==> src/rtl/imem_loader.sv <==
// Instruction-memory loader: assembles a little-endian byte stream into 32-bit
// words and writes them to consecutive instruction-memory addresses while holding the core.
module imem_loader #(
  parameter int PC_SIZE   = 10,
  parameter int ADDR_STEP = 1
) (
  input  logic               clock,
  input  logic               reset,
  input  logic               start,
  input  logic               abort,
  input  logic [PC_SIZE:0]   num_words,
  input  logic [7:0]         byte_in,
  input  logic               byte_valid,
  output logic               byte_ready,
  output logic               rw,
  output logic               reset_IF_memory,
  output logic [PC_SIZE-1:0] PC_write,
  output logic [31:0]        instruction_in,
  output logic               core_hold,
  output logic               busy,
  output logic               done
);

  typedef enum logic [2:0] {
    ST_IDLE  = 3'd0,
    ST_CLEAR = 3'd1,
    ST_RECV  = 3'd2,
    ST_WRITE = 3'd3,
    ST_DONE  = 3'd4
  } state_t;

  localparam logic [PC_SIZE-1:0] ADDR_INC = PC_SIZE'(ADDR_STEP);
  localparam logic [PC_SIZE:0]   WORDS_ONE = {{PC_SIZE{1'b0}}, 1'b1};

  state_t               state_r;
  state_t               state_nxt_s;
  logic                 start_ok_s;
  logic                 accept_s;
  logic [PC_SIZE-1:0]   addr_r;
  logic [PC_SIZE:0]     words_left_r;
  logic [1:0]           byte_cnt_r;
  logic [31:0]          word_r;
  logic                 byte_ready_r;
  logic                 rw_r;
  logic                 clr_r;
  logic [PC_SIZE-1:0]   pc_write_r;
  logic [31:0]          instr_r;
  logic                 core_hold_r;
  logic                 busy_r;
  logic                 done_r;

  // byte_ready_r is high exactly while in RECV, so it alone qualifies a handshake
  assign accept_s = byte_valid & byte_ready_r & ~abort;

  // Next-state decode; abort overrides every other condition
  always_comb begin
    state_nxt_s = state_r;
    start_ok_s  = 1'b0;
    if (abort) begin
      state_nxt_s = ST_IDLE;
    end else begin
      case (state_r)
        ST_IDLE, ST_DONE: begin
          if (start) begin
            start_ok_s = 1'b1;
            if (num_words != {(PC_SIZE+1){1'b0}}) begin
              state_nxt_s = ST_CLEAR;
            end else begin
              state_nxt_s = ST_DONE;
            end
          end else begin
            state_nxt_s = state_r;
          end
        end
        ST_CLEAR: state_nxt_s = ST_RECV;
        ST_RECV: begin
          if (accept_s && (byte_cnt_r == 2'd3)) begin
            state_nxt_s = ST_WRITE;
          end else begin
            state_nxt_s = ST_RECV;
          end
        end
        ST_WRITE: begin
          if (words_left_r == WORDS_ONE) begin
            state_nxt_s = ST_DONE;
          end else begin
            state_nxt_s = ST_RECV;
          end
        end
        default: state_nxt_s = ST_IDLE;
      endcase
    end
  end

  // State, counters and registered outputs; outputs are decoded from the next state
  always_ff @(posedge clock or negedge reset) begin
    if (!reset) begin
      state_r      <= ST_IDLE;
      addr_r       <= {PC_SIZE{1'b0}};
      words_left_r <= {(PC_SIZE+1){1'b0}};
      byte_cnt_r   <= 2'd0;
      word_r       <= 32'd0;
      byte_ready_r <= 1'b0;
      rw_r         <= 1'b0;
      clr_r        <= 1'b0;
      pc_write_r   <= {PC_SIZE{1'b0}};
      instr_r      <= 32'd0;
      core_hold_r  <= 1'b0;
      busy_r       <= 1'b0;
      done_r       <= 1'b0;
    end else begin
      state_r      <= state_nxt_s;
      byte_ready_r <= (state_nxt_s == ST_RECV);
      rw_r         <= (state_nxt_s == ST_WRITE);
      clr_r        <= (state_nxt_s == ST_CLEAR);
      core_hold_r  <= (state_nxt_s == ST_CLEAR) || (state_nxt_s == ST_RECV) ||
                      (state_nxt_s == ST_WRITE);
      busy_r       <= (state_nxt_s == ST_CLEAR) || (state_nxt_s == ST_RECV) ||
                      (state_nxt_s == ST_WRITE);
      done_r       <= (state_nxt_s == ST_DONE);

      if (start_ok_s) begin
        words_left_r <= num_words;
      end else if (!abort && (state_r == ST_WRITE)) begin
        words_left_r <= words_left_r - WORDS_ONE;
      end else begin
        words_left_r <= words_left_r;
      end

      if (state_nxt_s == ST_CLEAR) begin
        addr_r <= {PC_SIZE{1'b0}};
      end else if (!abort && (state_r == ST_WRITE)) begin
        addr_r <= addr_r + ADDR_INC;
      end else begin
        addr_r <= addr_r;
      end

      // A partially assembled word is dropped by restarting the byte lane on abort
      if (abort || (state_nxt_s == ST_CLEAR)) begin
        byte_cnt_r <= 2'd0;
      end else if (accept_s) begin
        byte_cnt_r                          <= byte_cnt_r + 2'd1;
        word_r[{byte_cnt_r, 3'b000} +: 8]   <= byte_in;
      end else begin
        byte_cnt_r <= byte_cnt_r;
      end

      if (state_nxt_s == ST_WRITE) begin
        pc_write_r <= addr_r;
        instr_r    <= {byte_in, word_r[23:0]};
      end else begin
        pc_write_r <= pc_write_r;
        instr_r    <= instr_r;
      end
    end
  end

  assign byte_ready      = byte_ready_r;
  assign rw              = rw_r;
  assign reset_IF_memory = clr_r;
  assign PC_write        = pc_write_r;
  assign instruction_in  = instr_r;
  assign core_hold       = core_hold_r;
  assign busy            = busy_r;
  assign done            = done_r;

endmodule
==> config.mk <==
export PLATFORM = sky130hd
export DESIGN_NAME = imem_loader
export DESIGN_NICKNAME = d
export VERILOG_FILES = /design/src/rtl/imem_loader.sv
export SDC_FILE = /design/constraint.sdc
export NUM_CORES = 1
export LEC_CHECK = 0
export ABC_AREA = 0
export BUFFER_PORTS_ARGS = -buffer_cell sky130_fd_sc_hd__buf_2
export CAP_MARGIN = 15
export CORE_ASPECT_RATIO = 1.25
export CORE_UTILIZATION = 60
export DETAILED_ROUTE_END_ITERATION = 10
export GPL_ROUTABILITY_DRIVEN = 0
export PLACE_DENSITY = 0.95
export RECOVER_POWER = 100
export SLEW_MARGIN = 25
export SYNTH_ARGS = -nofsm -noshare
export SYNTH_HDL_FRONTEND = slang
export SYNTH_SLANG_ARGS = --single-unit
export TNS_END_PERCENT = 30
==> constraint.sdc <==
create_clock -name clock -period 4.15 [get_ports clock]
set_clock_uncertainty 0.2 [all_clocks]
set_input_delay 0.83 -clock clock [delete_from_list [all_inputs] [get_ports clock]]
set_output_delay 0.83 -clock clock [all_outputs]
set_load 0.02 [all_outputs]
[After elaboration in Yosys (flattened, before gate mapping)]
Index checks and enable logic that the tools add are counted.
Storage, ports and cells
  bits in registers: 105
  output and inout bits: 48
  input bits: 24
  word-level logic and storage cells: 61
Cells by class
  reduce and logical (&&, ||, !) cells: 13
  mux-type cells: 16
  equal/unequal tests: 10
  bitwise logic cells: 4
  shift-type cells: 2
  $add $sub $neg: 4
Operator list (number)
  $bwmux W32: 1
  $shift A8 B7 Y32 const A: 1
  $shiftx A8 B7 Y32: 1
  $mux W11: 2
  $mux W10: 2
  $eq A3 B2 Y1 const B: 4
  $mux W3: 4
  $pmux W3 S4: 1
  $eq A11 B1 Y1 const B: 1
  $reduce_bool A11 Y1: 1
  $sub A11 B1 Y11 const B: 1
  $add A10 B1 Y10 const B: 1
  $neg A5 Y7: 1
  $eq A3 B1 Y1 const B: 2
  $eq A3 B3 Y1 const B: 2
  $reduce_bool A2 Y1: 3
  $mux W1: 4
  $mux W2: 2
  $logic_not A3 Y1: 1
  $logic_or A1 B1 Y1: 3
  $add A2 B1 Y2 const B: 1
  $and A1 B1 Y1: 2
  $eq A2 B2 Y1 const B: 1
  $logic_and A1 B1 Y1: 2
  other kinds (4): 5

[Longest topological paths before layout]
  depth after elaboration: 10
  depth in mapped cells: 8
  gate-level depth less buffers: 7

[Least setup slack after synthesis]
Ideal clock, no wire load.
  path kind: input -> register
  start: input start
  end: register addr_r[0]
  cell stages on the path: 7
  path buffers: 2
  setup time: 119 ps
  slack: 1760 ps
  arrival time: 2071 ps
  path through: or3b_1 -> a31o_1 -> and2_4 -> buf_6 -> nor3_2 -> buf_4 -> nor2_1
Between the ends
  longest elaborated chain between the ends: 5
  elaborated cells on any way between the ends: 6
  those cells by class: eq/ne: 1; mux: 4; reduce/logical: 1
Ends and longest elaborated chain
  start: declaration: line 9  | input logic start,
  $mux W3 *: line 64  | if (start) begin
  $pmux W3 S4 *: line 62  | case (state_r)
  $mux W3 *: line 59  | if (abort) begin
  $eq A3 B1 Y1 *: line 130  | if (state_nxt_s == ST_CLEAR) begin
  $mux W10 or $reduce_bool A2 Y1 (tied branches)
  end signal: assignment: line 131  | addr_r <= {PC_SIZE{1'b0}};
  end signal: assignment: line 133  | addr_r <= addr_r + ADDR_INC;
  end signal: assignment: line 135  | addr_r <= addr_r;
  end: declaration: line 39  | logic [PC_SIZE-1:0] addr_r;
Mark *: on every way between the ends. The rest lies on a longest branch, timed or not.
A chain may end at the register's enable or synchronous reset.

[Final worst setup path]
  start: input byte_valid
  end: register instr_r[0], in the netlist instruction_in[0]
Between the ends
  longest elaborated chain between the ends: 7
Ends and longest elaborated chain
  start: declaration: line 13  | input logic byte_valid,
  $and A1 B1 Y1 (2 in a row): line 53  | assign accept_s = byte_valid & byte_ready_r & ~abort;
  $logic_and A1 B1 Y1: line 77  | if (accept_s && (byte_cnt_r == 2'd3)) begin
  $mux W1: line 77
  $pmux W3 S4: line 62
  $mux W3: line 59
  $eq A3 B2 Y1: line 148  | if (state_nxt_s == ST_WRITE) begin
  end signal: assignment: line 150  | instr_r <= {byte_in, word_r[23:0]};
  end signal: assignment: line 153  | instr_r <= instr_r;
  end: declaration: line 47  | logic [31:0] instr_r;
No other way between the ends.

==> results.sh <==
export IMPL_status="finished, violations left"
export IMPL_violations="capacitance limit, slew limit"
export IMPL_synth_top_flop_cell="dfrtp_1"
export IMPL_setup_violations=0
export IMPL_cts_clk_slew_worst_paths_ns=0.09
export IMPL_worst_skew_pair_late_latency_ns=0.36
export IMPL_max_stage_delay_ns=1.06
export IMPL_cp_start_kind="primary input"
export IMPL_ys_warn_count=0
export IMPL_drtIter0Drc=195
export IMPL_reg2regPathDepth=4
export IMPL_grt_pass1_vias=2865
export IMPL_cp_max_fo=43
export IMPL_crit_path_end_kind="register"
export IMPL_grt_pass1_wl_mm=14.2
export IMPL_critPathKind="primary input to register"
export IMPL_io_pins=72
export IMPL_cts_setup_buffers=0
export IMPL_die_area_sq_um=7260
export IMPL_synth_top_area_share_pct=58.4
export IMPL_ys_ff_latch=97
export IMPL_num_rows=33
export IMPL_antenna_found_initial=0
export IMPL_grt_overflow=0
export IMPL_final_max_slew_violation_count=93
export IMPL_synthCells=319
export IMPL_htree_levels=3
export IMPL_viasPerCell=6.04
export IMPL_async_flop_share_pct=100
export IMPL_clock_sinks=97
export IMPL_whs_ns=0.307
export IMPL_yosysTopAreaCell="dfrtp_1"
export IMPL_hold_viol=0
export IMPL_hpwlAfterDp_mm=5.88
export IMPL_drc=0
export IMPL_core_sq_um=6610
export IMPL_drt_total_wl_mm=8.58
export IMPL_die_h_microns=95.0
export IMPL_setup_tns_final_ns=0
export IMPL_nets=424
export IMPL_synth_most_common_cell="dfrtp_1"
export IMPL_die_w_microns=76.4
export IMPL_synth_avg_cell_area_sq_um=13.0
export IMPL_path_cells="clkbuf_1 > nand2_1 > nor2_4 > nand2_1 > mux2_1"
export IMPL_powerDensity_nw_per_um2=400
export IMPL_numPortBuffers=71
export IMPL_synth_seq_area_share_pct=58.4
export IMPL_instances_no_fill=483
export IMPL_synth_nets=351
export IMPL_num_vias=2915
export IMPL_fmax_ghz=0.320
export IMPL_cts_root_buf="clkbuf_8"
export IMPL_first_pass_iters=4
export IMPL_maxCapViolations=2
export IMPL_clockPowerShare_pct=35.3
export IMPL_period_needed_ns=3.13
export IMPL_synth_edff_count=0
export IMPL_drt_wirelength_per_cell_microns=17.8
export IMPL_period_share_pct=75.4
export IMPL_netlist_area_sq_um=4160
export IMPL_cp_required_ns=4.18
export IMPL_drive_above_1_share_pct=21.0
export IMPL_area_growth_pct=12.7
export IMPL_ir_worst_vdd_v=0.000238
export IMPL_synth_common_cells="97 x dfrtp_1, 42 x mux2_2, 24 x a22o_1, 24 x nor2_1, 21 x nand2_1"
export IMPL_worst_pin_slew_ns=2.44
export IMPL_synth_area_leaders="dfrtp_1 58%, mux2_2 11%, a22o_1 5.1%"
export IMPL_ctsLongestPathBuffers=2
export IMPL_initial_core_util_pct=62.9
export IMPL_pwr_share_seq_pct=55.6
export IMPL_numCtsBuffers=9
export IMPL_ant_nets=0
export IMPL_cts_tree="built"
export IMPL_p_comb_share_pct=9.1
export IMPL_slew_headroom_pct=-62.8
export IMPL_cp_slowest_cell="nand2_1"
export IMPL_cp_common_cell="nand2_1"
export IMPL_grt_total_usage_pct=25.7
export IMPL_cts_resized=0
export IMPL_ctsHoldBuffers=0
export IMPL_worstHoldPathType="register to register"
export IMPL_place_inst=468
export IMPL_grt_max_degree=49
export IMPL_p_leak_nw=2.25
export IMPL_p_int_w=0.00142
export IMPL_switching_share_pct=24.4
export IMPL_synth_cell_types=44
export IMPL_hold_depth=1
export IMPL_antenna_cells=0
export IMPL_crit_arrival_ns=3.16
export IMPL_rsz0062_at_grt="false"
export IMPL_p_sw_w=0.000457
-- cell usage in the layout, fill, tap and decap left out, drive strengths merged, types with 2 or more instances in the layout --
cell type / n
o311ai: 2
xnor2: 6
nand2: 21
o21ai: 9
and4bb: 2
ha: 8
xor2: 4
a22oi: 2
buf: 21
a21oi: 3
nor2: 25
or3: 2
a22o: 24
nand4: 6
o211ai: 6
nor3: 14
dfrtp: 97
bufinv: 2
inv: 9
nor4: 3
a221o: 5
nand3: 4
clkbuf: 62
mux2: 42
clkinv: 2
-- critical path, delay by kind of cell --
family                 cells  cell delay, ns
muxes                      1            0.77
and+or+nand+nor            3            1.45
buffers and inverters      1            0.09
-- power by group through the flow --
stage                     sequential (W)  combinational, W  clock, W
after global placement           0.00105          0.000170         0
after CTS                        0.00104          0.000179  0.000672
after global routing             0.00105          0.000190  0.000712
after detailed placement         0.00105          0.000178         0
final                            0.00104          0.000171  0.000662
after floorplan                  0.00104          0.000115         0
-- metal layers --
metal	wire (microns)	GRT usage, %
met1	3500	31.8
met2	4420	43.8
met3	469	5.93
met4	190	11.1
met5	0	0
-- cell families after synthesis --
| kind of cell | Yosys count | synth area share [%] |
|---|---|---|
| xor+xnor | 10 | 2.11 |
| mux | 43 | 11.6 |
| flops | 97 | 58.4 |
| compound gates | 55 | 11.7 |
| fa+ha+maj | 8 | 2.41 |
| simple gates | 87 | 11.5 |
| buf+inv | 19 | 2.23 |
-- area by class of cell --
class / count / area [sq um]
clock buffers: 10 / 138
clock inverters: 5 / 78.8
fillers: 478 / 1920
inverters: 8 / 30.0
multi-input cells: 203 / 1600
flip-flops and latches: 97 / 2430
well taps: 87 / 109
repair buffers: 73 / 305
-- sequential cells by signal, summed over array words and instances, names as in the netlist --
register / count
byte_cnt_r: 2
byte_ready: 1
reset_IF_memory: 1
PC_write: 10
words_left_r: 11
state_r: 3
rw: 1
word_r: 24
done: 1
busy: 1
addr_r: 10
instruction_in: 32
-- final timing paths --
kind	from	endpoint	slack, ns
max	byte_valid	instruction_in[0]$_DFFE_PN0P_	1.02
min in group asynchronous	reset	instruction_in[6]$_DFFE_PN0P_	1.01
max reg2reg	byte_cnt_r[0]$_DFFE_PN0P_	instruction_in[2]$_DFFE_PN0P_	1.12
min	word_r[15]$_DFFE_PN0P_	word_r[15]$_DFFE_PN0P_	0.31
min reg2reg	word_r[15]$_DFFE_PN0P_	word_r[15]$_DFFE_PN0P_	0.31
max in group asynchronous	reset	addr_r[5]$_DFFE_PN0P_	1.32
-- metrics by stage --
| stage | utilization, % | cell area (sq um) | setup slack [ns] | total power (W) |
|---|---|---|---|---|
| after detailed placement | 69.3 | 4580 | 1.30 | 0.00123 |
| after global placement | 69.3 | 4580 | 1.29 | 0.00122 |
| after CTS | 72.6 | 4790 | 1.66 | 0.00189 |
| after floorplan | - | 4160 | 1.76 | 0.00116 |
| after global routing | 70.9 | 4680 | 0.808 | 0.00195 |
| final | 70.9 | 4680 | 1.02 | 0.00187 |
(Power assumes the default switching activity.)
